$ cat src/rtl/hc595_rx.sv
// rtl/hc595_rx.sv - receiver for a 74HC595-style serial display stream with 7-segment digit decode
// Samples sh_cp/st_cp/ds asynchronously, frames 16-bit words and decodes per-digit hex values.

module hc595_rx #(
    parameter int FRAME_BITS   = 16,
    parameter int SYNC_STAGES  = 2,
    parameter int IDLE_TIMEOUT = 1024
) (
    input  logic        clk,
    input  logic        reset,
    input  logic        sh_cp,
    input  logic        st_cp,
    input  logic        ds,
    output logic [15:0] frame_data,
    output logic        frame_valid,
    output logic        frame_err,
    output logic        sel_err,
    output logic [31:0] digit_val,
    output logic [7:0]  digit_ok
);

    localparam logic [1:0] ST_IDLE   = 2'd0;
    localparam logic [1:0] ST_SHIFT  = 2'd1;
    localparam logic [1:0] ST_LATCH  = 2'd2;
    localparam logic [1:0] ST_DECODE = 2'd3;

    localparam int IW = $clog2(IDLE_TIMEOUT);

    logic [SYNC_STAGES-1:0] sh_sync;
    logic [SYNC_STAGES-1:0] st_sync;
    logic [SYNC_STAGES-1:0] ds_sync;
    logic                   sh_prev;
    logic                   st_prev;
    logic                   sh_s;
    logic                   st_s;
    logic                   ds_s;
    logic                   sh_rise;
    logic                   st_rise;

    logic [1:0]    state;
    logic [15:0]   shift_reg;
    logic [15:0]   shift_next;
    logic [4:0]    bit_cnt;
    logic [4:0]    cnt_next;
    logic          frame_good;
    logic [IW-1:0] idle_cnt;
    logic          timeout;

    logic [7:0]    sel_n;
    logic          sel_onehot;
    logic [3:0]    seg_val;
    logic          seg_ok;

    always_ff @(posedge clk) begin
        if (reset) begin
            sh_sync <= '0;
            st_sync <= '0;
            ds_sync <= '0;
            sh_prev <= 1'b0;
            st_prev <= 1'b0;
        end else begin
            sh_sync <= {sh_sync[SYNC_STAGES-2:0], sh_cp};
            st_sync <= {st_sync[SYNC_STAGES-2:0], st_cp};
            ds_sync <= {ds_sync[SYNC_STAGES-2:0], ds};
            sh_prev <= sh_s;
            st_prev <= st_s;
        end
    end

    assign sh_s    = sh_sync[SYNC_STAGES-1];
    assign st_s    = st_sync[SYNC_STAGES-1];
    assign ds_s    = ds_sync[SYNC_STAGES-1];
    assign sh_rise = sh_s & ~sh_prev;
    assign st_rise = st_s & ~st_prev;

    // The latch decision looks at the post-shift word so a coincident last bit is included.
    always_comb begin
        shift_next = shift_reg;
        cnt_next   = bit_cnt;
        if (sh_rise) begin
            shift_next = {shift_reg[14:0], ds_s};
            cnt_next   = (bit_cnt == 5'd31) ? 5'd31 : bit_cnt + 5'd1;
        end
    end

    assign frame_good = (cnt_next == 5'(FRAME_BITS));
    assign timeout    = (state == ST_SHIFT) && !sh_rise && !st_rise &&
                        (idle_cnt == IW'(IDLE_TIMEOUT - 1));

    assign sel_n      = ~frame_data[7:0];
    assign sel_onehot = (sel_n != 8'd0) && ((sel_n & (sel_n - 8'd1)) == 8'd0);

    always_comb begin
        seg_ok  = 1'b1;
        seg_val = 4'h0;
        case (frame_data[14:8])
            7'h40: seg_val = 4'h0;
            7'h79: seg_val = 4'h1;
            7'h24: seg_val = 4'h2;
            7'h30: seg_val = 4'h3;
            7'h19: seg_val = 4'h4;
            7'h12: seg_val = 4'h5;
            7'h02: seg_val = 4'h6;
            7'h78: seg_val = 4'h7;
            7'h00: seg_val = 4'h8;
            7'h10: seg_val = 4'h9;
            7'h08: seg_val = 4'hA;
            7'h03: seg_val = 4'hB;
            7'h46: seg_val = 4'hC;
            7'h21: seg_val = 4'hD;
            7'h06: seg_val = 4'hE;
            7'h0E: seg_val = 4'hF;
            default: begin
                seg_ok  = 1'b0;
                seg_val = 4'h0;
            end
        endcase
    end

    always_ff @(posedge clk) begin
        if (reset) begin
            state       <= ST_IDLE;
            shift_reg   <= 16'h0000;
            bit_cnt     <= 5'd0;
            idle_cnt    <= '0;
            frame_data  <= 16'h0000;
            frame_valid <= 1'b0;
            frame_err   <= 1'b0;
            sel_err     <= 1'b0;
            digit_val   <= 32'h0;
            digit_ok    <= 8'h00;
        end else begin
            frame_valid <= 1'b0;
            frame_err   <= 1'b0;
            sel_err     <= 1'b0;
            shift_reg   <= shift_next;
            bit_cnt     <= cnt_next;
            idle_cnt    <= '0;

            case (state)
                ST_IDLE, ST_SHIFT: begin
                    if (st_rise) begin
                        state <= ST_LATCH;
                        if (frame_good) begin
                            frame_data  <= shift_next;
                            frame_valid <= 1'b1;
                        end else begin
                            frame_err <= 1'b1;
                        end
                    end else if (timeout) begin
                        state     <= ST_IDLE;
                        shift_reg <= 16'h0000;
                        bit_cnt   <= 5'd0;
                    end else if (sh_rise) begin
                        state <= ST_SHIFT;
                    end else if (state == ST_SHIFT) begin
                        idle_cnt <= idle_cnt + IW'(1);
                    end
                end
                ST_LATCH: begin
                    // An edge arriving here already belongs to the next frame.
                    bit_cnt <= {4'd0, sh_rise};
                    if (frame_valid) begin
                        state <= ST_DECODE;
                        if (sel_onehot) begin
                            for (int i = 0; i < 8; i++) begin
                                if (sel_n[i]) begin
                                    digit_val[4*i +: 4] <= seg_val;
                                    digit_ok[i]         <= seg_ok;
                                end
                            end
                        end else begin
                            sel_err <= 1'b1;
                        end
                    end else begin
                        state <= ST_IDLE;
                    end
                end
                default: begin
                    state <= ST_IDLE;
                end
            endcase
        end
    end

endmodule

$ cat config.mk
export PLATFORM = sky130hd
export DESIGN_NAME = hc595_rx
export DESIGN_NICKNAME = d
export VERILOG_FILES = /design/src/rtl/hc595_rx.sv
export SDC_FILE = /design/constraint.sdc
export NUM_CORES = 1
export LEC_CHECK = 0
export CORE_UTILIZATION = 55
export CTS_BUF_LIST = sky130_fd_sc_hd__clkbuf_8
export DETAILED_ROUTE_END_ITERATION = 10
export PLACE_DENSITY = 0.81
export SETUP_SLACK_MARGIN = 0.3
export SLEW_MARGIN = 20
export SYNTH_ARGS = -nofsm -noshare
export SYNTH_HDL_FRONTEND = slang
export SYNTH_SLANG_ARGS = --single-unit
$ cat constraint.sdc
create_clock -name clk -period 6.2 [get_ports clk]
set_input_delay 1.86 -clock clk [delete_from_list [all_inputs] [get_ports clk]]
set_output_delay 1.86 -clock clk [all_outputs]
set_load 0.02 [all_outputs]
# After elaboration in Yosys (flattened, before gate mapping)
# Index checks and enable logic that the tools add are counted.
# Widths: inputs -> output; s select.
[word_totals]
output_inout_bits = 59
regBits = 100
[op_classes]
reduce_logical = 24
n_mux = 19
n_addsub = 3
eq_ne = 21
n_bitwise = 11
[op_table]
columns = ["op", "n"]
rows = [
  ["$mux 16", 4],
  ["$pmux 4 s15", 1],
  ["$reduce_and 4->1", 8],
  ["$eq 7x7->1 const B", 4],
  ["$eq 7x5->1 const B", 3],
  ["$eq 7x6->1 const B", 3],
  ["$mux 5", 4],
  ["$reduce_or 16->1", 1],
  ["$eq 7x2->1 const B", 2],
  ["$eq 7x4->1 const B", 2],
  ["$add 10x1->10 const B", 1],
  ["$eq 10x10->1 const B", 1],
  ["$eq 5x5->1 const B", 2],
  ["$pmux 5 s2", 1],
  ["$and 8x8->8", 1],
  ["$logic_not 8->1", 1],
  ["$mux 2", 4],
  ["$not 8->8", 1],
  ["$reduce_bool 8->1", 1],
  ["$sub 8x1->8 const B", 1],
  ["$eq 7x3->1 const B", 1],
  ["$logic_not 7->1", 1],
  ["$not 1->1", 7],
  ["$reduce_or 3->1", 2],
  ["13 further kinds", 21],
]

# Depth between registers and ports, before layout
[depth]
ltp_word = 9
ltp_mapped = 8

# Least setup slack after synthesis
# OpenSTA, ideal clock, no wires.
[synth_timing]
kind = "input-to-reg"
startpoint = "input reset"
endpoint = "register shift_reg[13]"
setup_ps = 128
required_ps = 6072
path_stages = 5
setup_slack_ps = 3308
arrival_ps = 2764
path_cell_list = "clkbuf_1 > a31o_2 > clkbuf_1 > clkbuf_1 > nor2_1"
[synth_lines]
columns = ["element", "line", "source"]
rows = [
  ["start: declaration", "10", "input logic reset,"],
  ["end signal: assignment", "136", "shift_reg <= shift_next;"],
  ["end: declaration", "41", "logic [15:0] shift_reg;"],
]

# Worst setup path after layout
[layout_timing]
startpoint = "register frame_data[12]"
endpoint = "output frame_data[12]"
[layout_lines]
columns = ["element", "line", "source"]
rows = [
  ["start: declaration", "14", "output logic [15:0] frame_data,"],
  ["start signal: assignment", "145", "frame_data <= shift_next;"],
]
# No word-level cell between the ends.

==> results.md <==
- Sw Ratio: 0.236
- Clock share of power: 0.390
- Chip width: 91.0 um
- Chip height: 91.0 um
- Fmax achieved: 275 MHz
- Startpoint class of the critical path: flip-flop
- Number of antenna-violating nets in the routed design: 0
- Clock-pin slew on the worst setup and hold paths: 0.10 ns
- Endpoint arrival time on the critical path: 1.77 ns
- Number of buffers inserted to repair setup after CTS: 0
- H-tree level count: 3
- Count of hold-fix buffers inserted at cts: 0
- Worst clock skew: 0.0105 ns
- Overall fraction of global-route tracks in use: 0.254
- Pin count of the biggest net entering global routing: 72
- Final hold violations: 0
- Largest register FFs: 32
- Actual slew at the worst max-slew pin: 1.03 ns
- Inserted Clock Buffers: 9
- Setup slack of the worst register-to-register path: 3.58 ns
- Final Power: 1.11 mW
- Setup-violating endpoint count in the final report: 0
- Clock root buffer master: sky130_fd_sc_hd__clkbuf_8
- EDFF count, synth: 0
- RSZ-0062 raised after global routing: no
- Inserted Diodes: 0
- Final Max Slew Viols: 0
- GRT overflow: 0
- Synthesis-stage register bit count: 100
- Initial antenna violation count: 0
- Initial standard-cell utilization of the core: 0.567
- Max stage delay on crit path: 0.72 ns
- Reg2Reg Launch Point: frame_data[12]
- Detailed-route via count: 3,890
- Detailed-route vias per instance: 6.09
- Starting DRT DRC Count: 335
- Area growth from synthesis to final layout: 18.2%
- Resize count post-CTS: 0
- Number of detailed-route iterations in the first pass: 5
- Worst hold start: sh_sync[0]
- Power per standard cell area: 216 nW/um2
- Critical path fanouts, max: 17
- Fillers: 651
- Clock latency reported for the late side of the worst-skew pair: 0.37 ns
- Unique masters post-synth: 59
- Sequential-to-total area share from yosys stat: 0.459
- Port buffer count: 63
- Mean instance size in the synthesized netlist: 8.86 um2
- Worst path buffer plus inverter count: 1
- Worst hold slack: 0.443 ns
- TritonCTS clock tree: yes
- GPL Wtd Cong: 0.809
- Async set-reset flop share out of synthesis: 0
- Wire length of the first global-routing pass: 17,000 um
- Final Cycle Share: 0.586
- Sequential share of power: 0.584
- Primary FF master, synth: sky130_fd_sc_hd__dfxtp_1
- Number of cell rows: 32
- Max-slew headroom at the worst pin: 0.307
- Number of nets in the synthesized netlist: 499
- Run status: completed
- Maximum Capacitance Violations: 0
- Cell class contributing the biggest share of worst-path delay: buffers and inverters
- Top-Level Pins: 64
- Critical path data required time: 4.34 ns
- Post-Synthesis Cells: 492
- Count of unresolved DRC violations after routing: 0
- List of cells traversed by the critical path: clkdlybuf4s50_1
- Detailed Place HPWL: 6910 um
- Critical setup path kind: reg -> out
- Dpl cell area: 4940 um2
- Total Nets Final: 539
- Total net switching power: 0.263 mW
- Share of the core filled with cells in the final layout: 0.670
- Mapped Area: 4360 um2
- Worst path slowest cell: sky130_fd_sc_hd__clkdlybuf4s50_1
- IR Drop Worst-Case VDD: 0.125 mV
- Summed negative setup slack over all endpoints: 0 ns
- Clock period minus final worst setup slack: 3.63 ns
- Hold Path Stages: 1
- Number of warnings printed during yosys synthesis: 0
- Static Leak: 1.61 nW
- Worst min path class: reg -> reg
- Via count of the first global-routing pass: 3,442
- Number of cells on the worst reg-to-reg path: 5
- Longest Clk Path Bufs: 2
- Portion of total power attributed to combinational logic: 0.026
- Final non-filler cell area: 5150 um2
- Clock sink count: 100
- Int Power: 0.849 mW
- Average detailed-routed wire length per instance: 16.0 um
- End of the worst register-to-register path: digit_ok[3]
- Sink of the worst hold path: sh_sync[1]
- Core area: 7690 um2
- Fraction of layout cells with a size suffix above 1: 0.0615
- Kind of capture point of the worst setup path: primary output
- Die footprint: 8290 um2
- Wire length reported by the detailed router: 10,200 um
cell type report:
| type | instances | area [um2] | share of cell area |
|---|---|---|---|
| well taps | 102 | 128 | 0.0248 |
| flip-flops and latches | 100 | 2000 | 0.388 |
| clock buffers | 9 | 124 | 0.0240 |
| inverters | 5 | 18.8 | 0.00364 |
| repair buffers | 65 | 641 | 0.124 |
| multi-input cells | 351 | 2160 | 0.418 |
| clock inverters | 7 | 85.1 | 0.0165 |
how the worst max path moves through the flow:
stage	start	depth (start not counted)	to	slack (ns)
2_1_floorplan	reset	5	shift_reg[13]	3.31
3_3_place_gp	reset	5	bit_cnt[2]	2.86
3_5_place_dp	reset	5	bit_cnt[2]	2.83
4_1_cts	frame_data[12]	1	frame_data[12]	2.56
5_1_grt	frame_data[12]	1	frame_data[12]	2.47
6_report	frame_data[12]	1	frame_data[12]	2.57
per-layer routing:
| layer | wire, um | vias up | part of all wire | GRT usage |
|---|---|---|---|---|
| met4 | 115 | 0 | 0.011 | 0.0728 |
| met5 | 0 | - | 0 | 0 |
| met2 | 4820 | 126 | 0.47 | 0.402 |
| li1 | - | 1895 | - | - |
| met3 | 548 | 12 | 0.054 | 0.0586 |
| met1 | 4740 | 1857 | 0.46 | 0.347 |
cell usage after synthesis, types with 7 or more instances:
master,count,share of area
sky130_fd_sc_hd__a211oi_1,20,0.034
sky130_fd_sc_hd__a31oi_1,7,0.010
sky130_fd_sc_hd__mux2i_1,16,0.037
sky130_fd_sc_hd__buf_2,7,0.0080
sky130_fd_sc_hd__nor2_1,38,0.033
sky130_fd_sc_hd__a21oi_1,56,0.064
sky130_fd_sc_hd__o21ai_1,21,0.024
sky130_fd_sc_hd__o211ai_1,9,0.015
sky130_fd_sc_hd__o21ai_0,12,0.014
sky130_fd_sc_hd__clkbuf_1,23,0.020
sky130_fd_sc_hd__nand2_1,20,0.017
sky130_fd_sc_hd__nand3_1,21,0.024
sky130_fd_sc_hd__nor2b_1,14,0.020
sky130_fd_sc_hd__dfxtp_1,100,0.46
sky130_fd_sc_hd__nor3_1,19,0.022
per-stage QoR:
| stage | setup WS, ns | std cells |
|---|---|---|
| floorplan | 3.31 | 492 |
| global placement | 2.86 | 623 |
| detailed placement | 2.83 | 623 |
| CTS | 2.56 | 639 |
| global route | 2.47 | 639 |
| finish | 2.57 | 639 |
worst register-to-register path, stage by stage (launching register included):
cell                       delay, ns
sky130_fd_sc_hd__dfxtp_1        0.68
sky130_fd_sc_hd__nor3b_1        0.17
sky130_fd_sc_hd__a22oi_1        0.25
sky130_fd_sc_hd__o211ai_2       0.27
sky130_fd_sc_hd__nor3_1         0.88
sky130_fd_sc_hd__a311oi_1       0.21
power by group through the flow:
stage / registers [mW] / logic (mW) / clock network [mW]
floorplan: 0.663 / 0.0223 / 0
global placement: 0.664 / 0.0278 / 0
detailed placement: 0.664 / 0.0286 / 0
CTS: 0.649 / 0.0286 / 0.439
global route: 0.650 / 0.0315 / 0.473
finish: 0.649 / 0.0287 / 0.434
logic make-up (layout without fill, tap and decap cells):
group                      Yosys count  count (layout)  synth area share
buffers and inverters               41              86            0.0468
AOI/OAI and AO/OA                  147             147             0.207
xor gates and xnor gates            10              10            0.0201
muxes                               17              17            0.0393
adders and majority gates            2               2           0.00574
and+or+nand+nor                    175             175             0.222
DFF                                100             100             0.459
cells in the final DEF, fill, tap and decap left out, drive strengths merged, types with 16 or more instances in the layout:
| cell type | n |
|---|---|
| nand3 | 22 |
| dfxtp | 100 |
| mux2i | 16 |
| a21oi | 56 |
| clkdlybuf4s50 | 62 |
| a211oi | 20 |
| nor2 | 40 |
| nor3 | 20 |
| o21ai | 33 |
| nand2 | 20 |
Power figures use the tool's default switching activity.
